File: src/rtl/ram_port_arbiter.sv
// Two-port arbiter in front of a single-port RAM: round-robin tie-break,
// bounded locked bursts and tagged read-data return. Optional ARB_FIXED_PRIO_EN makes A always win ties.
module ram_port_arbiter #(
   parameter int ADDR_W    = 6,
   parameter int DATA_W    = 8,
   parameter int RD_LAT    = 1,
   parameter int BURST_MAX = 4
) (
   input  logic              clk,
   input  logic              rst_n,
   input  logic              a_req,
   input  logic              a_lock,
   input  logic              a_write_enable,
   input  logic [ADDR_W-1:0] a_addr,
   input  logic [DATA_W-1:0] a_data,
   output logic              a_gnt,
   output logic              a_rvalid,
   output logic [DATA_W-1:0] a_read,
   input  logic              b_req,
   input  logic              b_lock,
   input  logic              b_write_enable,
   input  logic [ADDR_W-1:0] b_addr,
   input  logic [DATA_W-1:0] b_data,
   output logic              b_gnt,
   output logic              b_rvalid,
   output logic [DATA_W-1:0] b_read,
   output logic [ADDR_W-1:0] ram_addr,
   output logic [DATA_W-1:0] ram_data,
   output logic              ram_write_enable,
   input  logic [DATA_W-1:0] ram_read
);

   // Handshake: a beat transfers on the rising edge where req && gnt; gnt is
   // combinational and the requester keeps its beat stable until granted.
   typedef enum logic [1:0] {IDLE = 2'd0, OWN_A = 2'd1, OWN_B = 2'd2} state_t;

   localparam logic [3:0] BMAX = 4'(BURST_MAX);

   state_t            state, state_nxt;
   logic              last_b, last_b_nxt;
   logic [3:0]        beat_cnt, beat_cnt_nxt;
   logic              win_a, win_b;
   logic              a_cont, b_cont, a_spent, b_spent;
   logic              rd_push;
   logic [ADDR_W-1:0] hold_addr;
   logic [DATA_W-1:0] hold_data;
   logic [RD_LAT-1:0] tag_v, tag_b;

   assign a_cont  = (state == OWN_A) && a_req && a_lock && (beat_cnt < BMAX);
   assign b_cont  = (state == OWN_B) && b_req && b_lock && (beat_cnt < BMAX);
   assign a_spent = (state == OWN_A) && (beat_cnt >= BMAX);
   assign b_spent = (state == OWN_B) && (beat_cnt >= BMAX);

   always_ff @(posedge clk or negedge rst_n) begin
      if (!rst_n) begin
         state    <= IDLE;
         last_b   <= 1'b1;
         beat_cnt <= 4'd0;
      end else begin
         state    <= state_nxt;
         last_b   <= last_b_nxt;
         beat_cnt <= beat_cnt_nxt;
      end
   end

   always_comb begin
      state_nxt    = IDLE;
      beat_cnt_nxt = 4'd0;
      last_b_nxt   = last_b;
      if (win_a) begin
         last_b_nxt = 1'b0;
         if (a_lock) begin
            state_nxt    = OWN_A;
            beat_cnt_nxt = ((state == OWN_A) && (beat_cnt < BMAX)) ? beat_cnt + 4'd1 : 4'd1;
         end
      end else if (win_b) begin
         last_b_nxt = 1'b1;
         if (b_lock) begin
            state_nxt    = OWN_B;
            beat_cnt_nxt = ((state == OWN_B) && (beat_cnt < BMAX)) ? beat_cnt + 4'd1 : 4'd1;
         end
      end
   end

   // A spent owner yields to a waiting peer before the tie-break is consulted.
   always_comb begin
      win_a = 1'b0;
      win_b = 1'b0;
      if (rst_n) begin
         if (a_cont) begin
            win_a = 1'b1;
         end else if (b_cont) begin
            win_b = 1'b1;
         end else if (a_req && b_req) begin
            if (a_spent) begin
               win_b = 1'b1;
            end else if (b_spent) begin
               win_a = 1'b1;
            end else begin
`ifdef ARB_FIXED_PRIO_EN
               win_a = 1'b1;
`else
               win_a = last_b;
               win_b = !last_b;
`endif
            end
         end else begin
            win_a = a_req;
            win_b = b_req;
         end
      end
   end

   always_comb begin
      ram_addr         = hold_addr;
      ram_data         = hold_data;
      ram_write_enable = 1'b0;
      if (win_a) begin
         ram_addr         = a_addr;
         ram_data         = a_data;
         ram_write_enable = a_write_enable;
      end else if (win_b) begin
         ram_addr         = b_addr;
         ram_data         = b_data;
         ram_write_enable = b_write_enable;
      end
   end

   assign a_gnt   = win_a;
   assign b_gnt   = win_b;
   assign rd_push = (win_a && !a_write_enable) || (win_b && !b_write_enable);

   always_ff @(posedge clk or negedge rst_n) begin
      if (!rst_n) begin
         hold_addr <= '0;
         hold_data <= '0;
      end else if (win_a || win_b) begin
         hold_addr <= ram_addr;
         hold_data <= ram_data;
      end
   end

   // Tag stage i holds reads accepted i+1 edges ago; the last stage lines up with ram_read.
   always_ff @(posedge clk or negedge rst_n) begin
      if (!rst_n) begin
         tag_v    <= '0;
         tag_b    <= '0;
         a_rvalid <= 1'b0;
         b_rvalid <= 1'b0;
         a_read   <= '0;
         b_read   <= '0;
      end else begin
         tag_v[0] <= rd_push;
         tag_b[0] <= win_b;
         for (int i = 1; i < RD_LAT; i++) begin
            tag_v[i] <= tag_v[i-1];
            tag_b[i] <= tag_b[i-1];
         end
         a_rvalid <= tag_v[RD_LAT-1] && !tag_b[RD_LAT-1];
         b_rvalid <= tag_v[RD_LAT-1] && tag_b[RD_LAT-1];
         if (tag_v[RD_LAT-1] && !tag_b[RD_LAT-1]) a_read <= ram_read;
         if (tag_v[RD_LAT-1] && tag_b[RD_LAT-1])  b_read <= ram_read;
      end
   end

endmodule

File: config.mk
export PLATFORM = sky130hd
export DESIGN_NAME = ram_port_arbiter
export DESIGN_NICKNAME = d
export VERILOG_FILES = /design/src/rtl/ram_port_arbiter.sv
export SDC_FILE = /design/constraint.sdc
export NUM_CORES = 1
export LEC_CHECK = 0
export CAP_MARGIN = 10
export CORE_ASPECT_RATIO = 2
export CORE_MARGIN = 2
export CORE_UTILIZATION = 37
export DETAILED_ROUTE_END_ITERATION = 7
export GPL_TIMING_DRIVEN = 0
export PLACE_DENSITY = 0.71
export SETUP_SLACK_MARGIN = 0.05
export SYNTH_ARGS = -nofsm -noshare
export SYNTH_HDL_FRONTEND = slang
export SYNTH_SLANG_ARGS = --single-unit
File: constraint.sdc
create_clock -name clk -period 2.05 [get_ports clk]
set_clock_uncertainty 0.1 [all_clocks]
set_input_delay 0.41 -clock clk [delete_from_list [all_inputs] [get_ports clk]]
set_output_delay 0.41 -clock clk [all_outputs]
set_load 0.01 [all_outputs]
; After elaboration in Yosys (flattened, before gate mapping)
; Index checks and enable logic that the tools add are counted.
[word_totals]
regBits = 41
out_inout_bits = 35
wordCells = 68
input_bits = 44
[classes]
muxes = 30
order_cmp = 2
n_eq_ne = 2
reduce_logical = 22
n_addsub = 1
[ops]
columns = operator, n
row1 = $mux 4, 6
row2 = $mux 1, 17
row3 = $mux 8, 2
row4 = $logic_and 1x1->1, 15
row5 = $mux 6, 2
row6 = $mux 2, 3
row7 = $add 4x1->4 const B, 1
row8 = $ge 4x3->1 const B, 1
row9 = $logic_not 1->1, 4
row10 = $lt 4x3->1 const B, 1
row11 = $eq 2x1->1 const B, 1
row12 = $eq 2x2->1 const B, 1
row13 = $logic_or 1x1->1, 2
row14 = $reduce_bool 2->1, 1

; Logic depth before layout (Yosys ltp)
[depth]
depth_word = 10
mapped_depth = 6
ltp_nobuf = 6

; Worst setup path before layout
; OpenSTA, ideal clock, no wires.
[synth_timing]
kind = reg-to-output
start = register beat_cnt[2]
end = output port ram_addr[0]
t_required_ns = 1.540
path_buffers = 1
setup_slack_ns = -0.115
arrival_ns = 1.655
stages_incl_launch_ff = 7
cell_sequence = dfrtp_1 or2_1 a2bb2oi_1 a31oi_2 buf_2 a22oi_1 o21ai_0
[synth_between]
elab_chain_cells = 10
word_cells_on_any_way = 20
cone_classes = order compare: 2 / mux: 14 / reduce/logical: 4
[synth_lines]
columns = element, line_no
row1 = from (decl), 41  ; logic [3:0] beat_cnt, beat_cnt_nxt;
row2 = from (signal assigned), 62  ; beat_cnt <= beat_cnt_nxt;
row3 = $ge 4x3->1, "51, 52"
row4 = $logic_and 1x1->1, 52  ; assign b_spent = (state == OWN_B) && (beat_cnt >= BMAX);
row5 = $mux 1, 97  ; end else if (b_spent) begin
row6 = $mux 1, 95  ; if (a_spent) begin
row7 = $mux 1, 94  ; end else if (a_req && b_req) begin
row8 = $mux 1, 92  ; end else if (b_cont) begin
row9 = $mux 1 (*), 90  ; if (a_cont) begin
row10 = $mux 1 (*), 89  ; if (rst_n) begin
row11 = net b_gnt, 24  ; output logic b_gnt,
row12 = $mux 6 (*), 122  ; end else if (win_b) begin
row13 = $mux 6 (*), 118  ; if (win_a) begin
row14 = to (decl), 27  ; output logic [ADDR_W-1:0] ram_addr,
; The timed path passes the listed nets; every way through them passes the cells marked *.

; Worst setup path in the final report
[layout_timing]
start = input port b_req
end = output port ram_write_enable
[layout_between]
elab_chain_cells = 8
word_cells_on_any_way = 14
cone_classes = mux: 10 / reduce/logical: 4
[layout_lines]
columns = element, line_no
row1 = from (decl), 19  ; input logic b_req,
row2 = $logic_and 1x1->1 (3 in series), 50  ; assign b_cont = (state == OWN_B) && b_req && b_lock && (beat_cnt < BMAX);
row3 = $mux 1, 92
row4 = $mux 1, 90
row5 = $mux 1, 89
row6 = $mux 1, 122
row7 = $mux 1 (*), 118
row8 = to (decl), 29  ; output logic ram_write_enable,
; Mark *: on every way between the ends. The rest lies on a longest branch, timed or not.

==> summary.json <==
{
  "run_status": {"value": "finished with violations"},
  "failed_checks": {"value": "negative setup slack"},
  "hpwl": {"value": 3.41, "unit": "mm"},
  "firstDrtPassIters": {"value": 4},
  "timing.critical_path.arrival": {"value": 2210, "unit": "ps"},
  "clk_latency": {"value": 290, "unit": "ps"},
  "cts_buffer_depth": {"value": 2},
  "yosys-top-cells-count": {"value": "dfrtp_1, o21ai_0, inv_1, mux2_2, a22oi_1"},
  "synthSimpleGateAreaFrac": {"value": 5.92, "unit": "%"},
  "total_grt_overflow": {"value": 0},
  "flops_latches_synth": {"value": 41},
  "crit_required": {"value": 1540, "unit": "ps"},
  "synth_most_common_cell": {"value": "dfrtp_1"},
  "synth_flop_cell": {"value": "dfrtp_1"},
  "htree_num_levels": {"value": 2},
  "top_signal_layer_used": {"value": "met4"},
  "path_cells": {"value": "dlygate4sd2_1 -> nand4b_1 -> a2bb2oi_2 -> a221o_1 -> nand3_4 -> buf_12 -> inv_4 -> a22o_1 -> buf_2"},
  "timing.slew.headroom": {"value": 40.2, "unit": "%"},
  "clock_sinks": {"value": 41},
  "reg2reg_from": {"value": "state[0]$_DFF_PN0_"},
  "synth_top_area_share": {"value": 56.3, "unit": "%"},
  "grt_pass1_vias": {"value": 1750},
  "achievable-frequency": {"value": 0.368, "unit": "GHz"},
  "startpoint_type": {"value": "input port"},
  "number_of_buffers_inserted_during_clock_tree_synthesis": {"value": 5},
  "wl_met3": {"value": 214, "unit": "µm"},
  "timing_worst_setup_path_type": {"value": "input port to primary output"},
  "cts_tree": {"value": "yes"},
  "route.detailed.wl_per_inst": {"value": 15.5, "unit": "µm"},
  "final_cells": {"value": 319},
  "synth_async_sr_flop_share": {"value": 100, "unit": "%"},
  "clock_transition_at_the_register_clock_pins_on_the_worst_setup_and_hold_paths_after_cts": {"value": 80, "unit": "ps"},
  "timing.reg2reg.setup_slack": {"value": -70, "unit": "ps"},
  "detail_route.wirelength": {"value": 4.94, "unit": "mm"},
  "ys_types": {"value": 29},
  "initial_core_util": {"value": 38.6, "unit": "%"},
  "timing.final.ws_setup": {"value": -670, "unit": "ps"},
  "worst_hold_slack": {"value": 395, "unit": "ps"},
  "synth.avg_cell_area": {"value": 11.4, "unit": "µm²"},
  "synthAdderAreaFrac": {"value": 0.704, "unit": "%"},
  "hold_viol_final": {"value": 0},
  "synth-warning-count": {"value": 0},
  "vias": {"value": 1639},
  "dieArea": {"value": 5410, "unit": "µm²"},
  "critical_path_peak_fanout": {"value": 7},
  "r2r_cells": {"value": 7},
  "tightestPinTransition": {"value": 894, "unit": "ps"},
  "input_output_buffers": {"value": 78},
  "irDropWorstVdd": {"value": 0.000619, "unit": "V"},
  "io_pins": {"value": 79},
  "worst_setup_ep_type": {"value": "primary output"},
  "dpl-instance-area": {"value": 2660, "unit": "µm²"},
  "stdcell_area": {"value": 3010, "unit": "µm²"},
  "final_worst_path_cycle_share": {"value": 133, "unit": "%"},
  "syn-instance-count": {"value": 156},
  "rows": {"value": 35},
  "grt_first_pass_wirelength": {"value": 7.87, "unit": "mm"},
  "maxCapViolations": {"value": 0},
  "pre_cts_ws": {"value": -1310, "unit": "ps"},
  "detail-route-antenna-nets": {"value": 0},
  "register_area": {"value": 1030, "unit": "µm²"},
  "mappedNetlistArea": {"value": 1780, "unit": "µm²"},
  "dp_cells": {"value": 290},
  "antenna_found_initial": {"value": 0},
  "synth_enable_flop_cells": {"value": 0},
  "post_synth_xor_area_fraction": {"value": 0, "unit": "%"},
  "multiplexer_area_fraction_after_synthesis": {"value": 10.1, "unit": "%"},
  "wirelength_met1": {"value": 1.55, "unit": "mm"},
  "biggest_area_consumer_among_synthesized_cells": {"value": "dfrtp_1"},
  "pwr_density_cell": {"value": 800, "unit": "nW/µm²"},
  "synth_top_family_by_area": {"value": "compound AO/OA/AOI/OAI gates"},
  "gpl.final_weighted_congestion": {"value": 0.752},
  "hold_path.startpoint": {"value": "rst_n"},
  "crit_reg_reg_endpoint": {"value": "beat_cnt[0]$_DFF_PN0_"},
  "power_leakage": {"value": 1.39, "unit": "nW"},
  "timing.hold.worst_path_depth": {"value": 3},
  "report.final.setup_viol": {"value": 18},
  "fin_crit_period": {"value": 2720, "unit": "ps"},
  "synth-compound-area-share": {"value": 20.1, "unit": "%"},
  "maximum_number_of_pins_on_one_net_before_global_route_repair": {"value": 21},
  "floorplan.die.height": {"value": 102, "unit": "µm"},
  "path_delay_family": {"value": "compound AO/OA/AOI/OAI gates"},
  "ys_top_cells_by_area": {"value": "dfrtp_1, mux2_2, o21ai_0"},
  "timing.hold.worst.class": {"value": "input port to flip-flop"},
  "capture_point_of_the_worst_path": {"value": "ram_write_enable"},
  "drt-vias-per-instance": {"value": 5.14},
  "timing.critical_path.slowest_cell_delay": {"value": 390, "unit": "ps"},
  "dr.first_iter.drc_count": {"value": 12},
  "final_layout_size_suffix_gt1_share": {"value": 30.3, "unit": "%"},
  "worstSetupPathDepth": {"value": 9},
  "met2WireLength": {"value": 2.96, "unit": "mm"},
  "die-width": {"value": 53, "unit": "µm"},
  "critical_path.n_buffers_inverters": {"value": 4},
  "fin_nets": {"value": 308},
  "placeableCoreArea": {"value": 4600, "unit": "µm²"},
  "drc": {"value": 0},
  "antenna_cells_inserted": {"value": 0},
  "final.fill_count": {"value": 386},
  "rsz0062_at_grt": {"value": "true"},
  "crit_start": {"value": "b_req"},
  "slew_violations": {"value": 0},
  "multiInputGateArea": {"value": 774, "unit": "µm²"},
  "finish.utilization": {"value": 65.5, "unit": "%"},
  "synthesis.nets": {"value": 201},
  "area_growth_syn_to_layout": {"value": 69.6, "unit": "%"},
  "cts-root-buf": {"value": "clkbuf_8"},
  "synth-seq-area-share": {"value": 57.8, "unit": "%"},
  "timing.critical_path.slowest_stage_cell": {"value": "a221o_1"},
  "grtUsageTotal": {"value": 20.1, "unit": "%"}
}
==> worst min-delay path, stage by stage <==
cell and delay, ps:
buf_4 150, nand3_4 110, o21ai_0 80
==> worst min-delay path by stage <==
stage                               endpoint  slack, ps
global placement       b_read[5]$_DFFE_PN0P_        390
floorplan              a_read[0]$_DFFE_PN0P_         10
finish              hold_data[2]$_DFFE_PN0P_        400
global route        hold_data[2]$_DFFE_PN0P_        390
CTS                       last_b$_DFFE_PN1P_        0.1
detailed placement  hold_addr[5]$_DFFE_PN0P_        340
==> power breakdown <==
group	leakage, nW	internal, W	total (W)	switching, W
Combinational	0.839	0.000511	0.000856	0.000345
Clock	0.0439	0.000235	0.000507	0.000272
Sequential	0.504	0.000976	0.00105	0.0000718
Total	1.39	0.00172	0.00241	0.000689
==> cell families after synthesis <==
group | after synthesis
multiplexers | 16
flip-flops | 41
adder cells (fa/ha/maj) | 1
AND/OR/NAND/NOR | 19
AO/OA/AOI/OAI | 55
other | 1
buffers and inverters | 23
==> stage by stage <==
step | setup TNS, ps | total power [W]
6_report | -10160 | 0.00241
4_1_cts | -9450 | 0.00240
5_1_grt | -10910 | 0.00256
2_1_floorplan | -261 | 0.00138
3_5_place_dp | -28440 | 0.00188
3_3_place_gp | -113100 | 0.00185
==> cell usage in the layout (no fill, tap or decap), types with 2 or more instances in the layout <==
cell | synthesis | final
a22o_1 | 3 | 3
clkbuf_2 | 0 | 2
clkdlybuf4s50_1 | 0 | 57
clkinv_2 | 0 | 2
nand2_1 | 4 | 3
a22oi_2 | 0 | 5
mux2_2 | 16 | 16
nor2_1 | 4 | 3
o21ai_1 | 1 | 17
buf_16 | 0 | 2
buf_4 | 0 | 11
inv_1 | 17 | 17
dfrtp_1 | 40 | 40
and3_1 | 2 | 2
dlygate4sd3_1 | 0 | 4
clkbuf_8 | 0 | 5
a21o_1 | 4 | 4
and2_1 | 3 | 3
dlygate4sd2_1 | 0 | 4
buf_6 | 0 | 7
a22oi_1 | 12 | 7
o21ai_0 | 28 | 12
buf_2 | 3 | 15
==> layout make-up <==
type / count / area share (%)
plain buffers: 5 / 1.54
clock buffers: 5 / 2.28
clock inverters: 3 / 0.581
inverters: 18 / 2.33
multi-input cells: 92 / 25.7
flip-flops and latches: 41 / 34.1
well taps: 55 / 2.28
repair buffers: 100 / 31.2
==> registers in the layout, indices dropped and copies added (netlist names) <==
name,cells
beat_cnt,4
b_rvalid,1
a_rvalid,1
b_read,8
tag_b,1
a_read,8
last_b,1
state,2
tag_v,1
hold_data,8
hold_addr,6
==> per-layer routing <==
layer,track usage [%],up-vias
li1,-,762
met1,18.1,794
met2,38.8,67
met3,3.51,16
met4,12.0,0
met5,0,-
==> timing repair <==
action	in CTS	in global routing
pin swaps	5	4
endpoints found under the setup margin	34	32
resized for setup	82	20
gates cloned	1	0
hold endpoints to repair	20	1
buffers inserted	13	3
hold buffers	3	1
No activity file was read; power rests on OpenSTA's default activity.
==> edit: new RTL, same flow settings <==
Encoding of `state_t`: now one-hot (3 bits for 3 states).
--- a/src/rtl/ram_port_arbiter.sv
+++ b/src/rtl/ram_port_arbiter.sv
@@ -34,3 +34,3 @@
    // combinational and the requester keeps its beat stable until granted.
-   typedef enum logic [1:0] {IDLE = 2'd0, OWN_A = 2'd1, OWN_B = 2'd2} state_t;
+   typedef enum logic [2:0] {IDLE = 3'b001, OWN_A = 3'b010, OWN_B = 3'b100} state_t;
 
Function: no difference found for any inputs over 10 cycles, from zero or initial values and one cycle with rst_n low; not proved beyond that.
==> edit against the original RTL <==
  * The flow still finishes with violations (negative setup slack)
  * Sequential cell count rose by 1
  * Design area grew 2.8%
  * First-iteration DRC count up 120%
  * Non-clock buffer count shrank 3
  * Power increased by 19%
  * Hold slack got worse by 350 ps
  * Area after synthesis up 8.2%
  * Via count is 0.73% lower
  * Sequential share of layout area shrank 0.088 points
  * Combinational power grew 13%
  * Routed wire length about the same
  * Global-route usage down 2.5 points
  * Worst setup slack better by 24 ps
  * Largest power group unchanged
==> edit: results (changes against the original RTL) <==
- Slew HR: 55.2% (+15 points)
- Total Power: 2.86 mW (+19%)
- Power share of the clock group: 28.0% (+7.0 points)
- Number of distinct library cells after synthesis: 28 (-3.4%)
- Top cells by area, synth: dfrtp_1 (52%), a221o_1 (15%), mux2_2 (9.4%)
- Avg Vias per Cell: 5.28 (+2.8%)
- Worst reg-to-reg path cell count: 9 (+2)
- Crit path max fanout: 10 (+3)
- Post-CTS Setup Inserts: 7 (-6)
- Area after DPL: 2790 um2 (+4.8%)
- Failing checks: negative setup slack
- CP endpoint: ram_data[7]
- Status: finished with violations
- Final #Nets: 294 (-4.5%)
- Post-Syn Nets: 194 (-3.5%)
- Resize count post-CTS: 79 (-3.7%)
- DR iter-0 viols: 26 (+14)
- CP max stage delay: 570 ps (+180 ps)
- Fraction of layout cells with a size suffix above 1: 28.0% (-2.3 points)
- Pre-CTS setup slack: -1060 ps (+251 ps)
- DP HPWL: 3.56 mm (+4.6%)
- Crit path setup slack, layout: -646 ps (+24.5 ps)
- Final setup vio count: 21 (+3)
- Comb pwr: 969 uW (+13%)
- Register area share after synthesis: 54.8% (-3.0 points)
- Placed cells: 286 (-1.4%)
- Via count: 1627 (-0.73%)
- Overall routing resource usage: 17.6% (-2.5 points)
[edit: tightest hold or removal path, stage by stage]
cell,delay [ps]
buf_4,100
buf_12,110
buf_12,170
[edit: worst min path at each step]
stage                          from            to  cells past startpoint
after CTS                     rst_n  hold_data[0]                      3
after global routing          rst_n  hold_data[0]                      3
after detailed placement      rst_n  hold_data[1]                      1
after floorplan               rst_n     a_read[0]                      0
after global placement    b_read[3]     b_read[3]                      1
final                         rst_n  hold_data[0]                      3
[edit: final cells by class]
type	instances	area share, %
clock inverter	2	1.94
multi-input combinational	95	26.3
sequential	42	34.0
timing repair buffer	93	29.1
buffer	9	3.27
inverter	3	0.363
tap	58	2.34
clock buffer	6	2.67
[edit: routing by layer]
metal | GRT usage (%) | up-vias | wire, um
met5 | 0 | - | 0
met1 | 18.6 | 801 | 1740
met3 | 3.09 | 6 | 167
met4 | 5.57 | 0 | 71
met2 | 32.6 | 48 | 2960
li1 | - | 772 | -
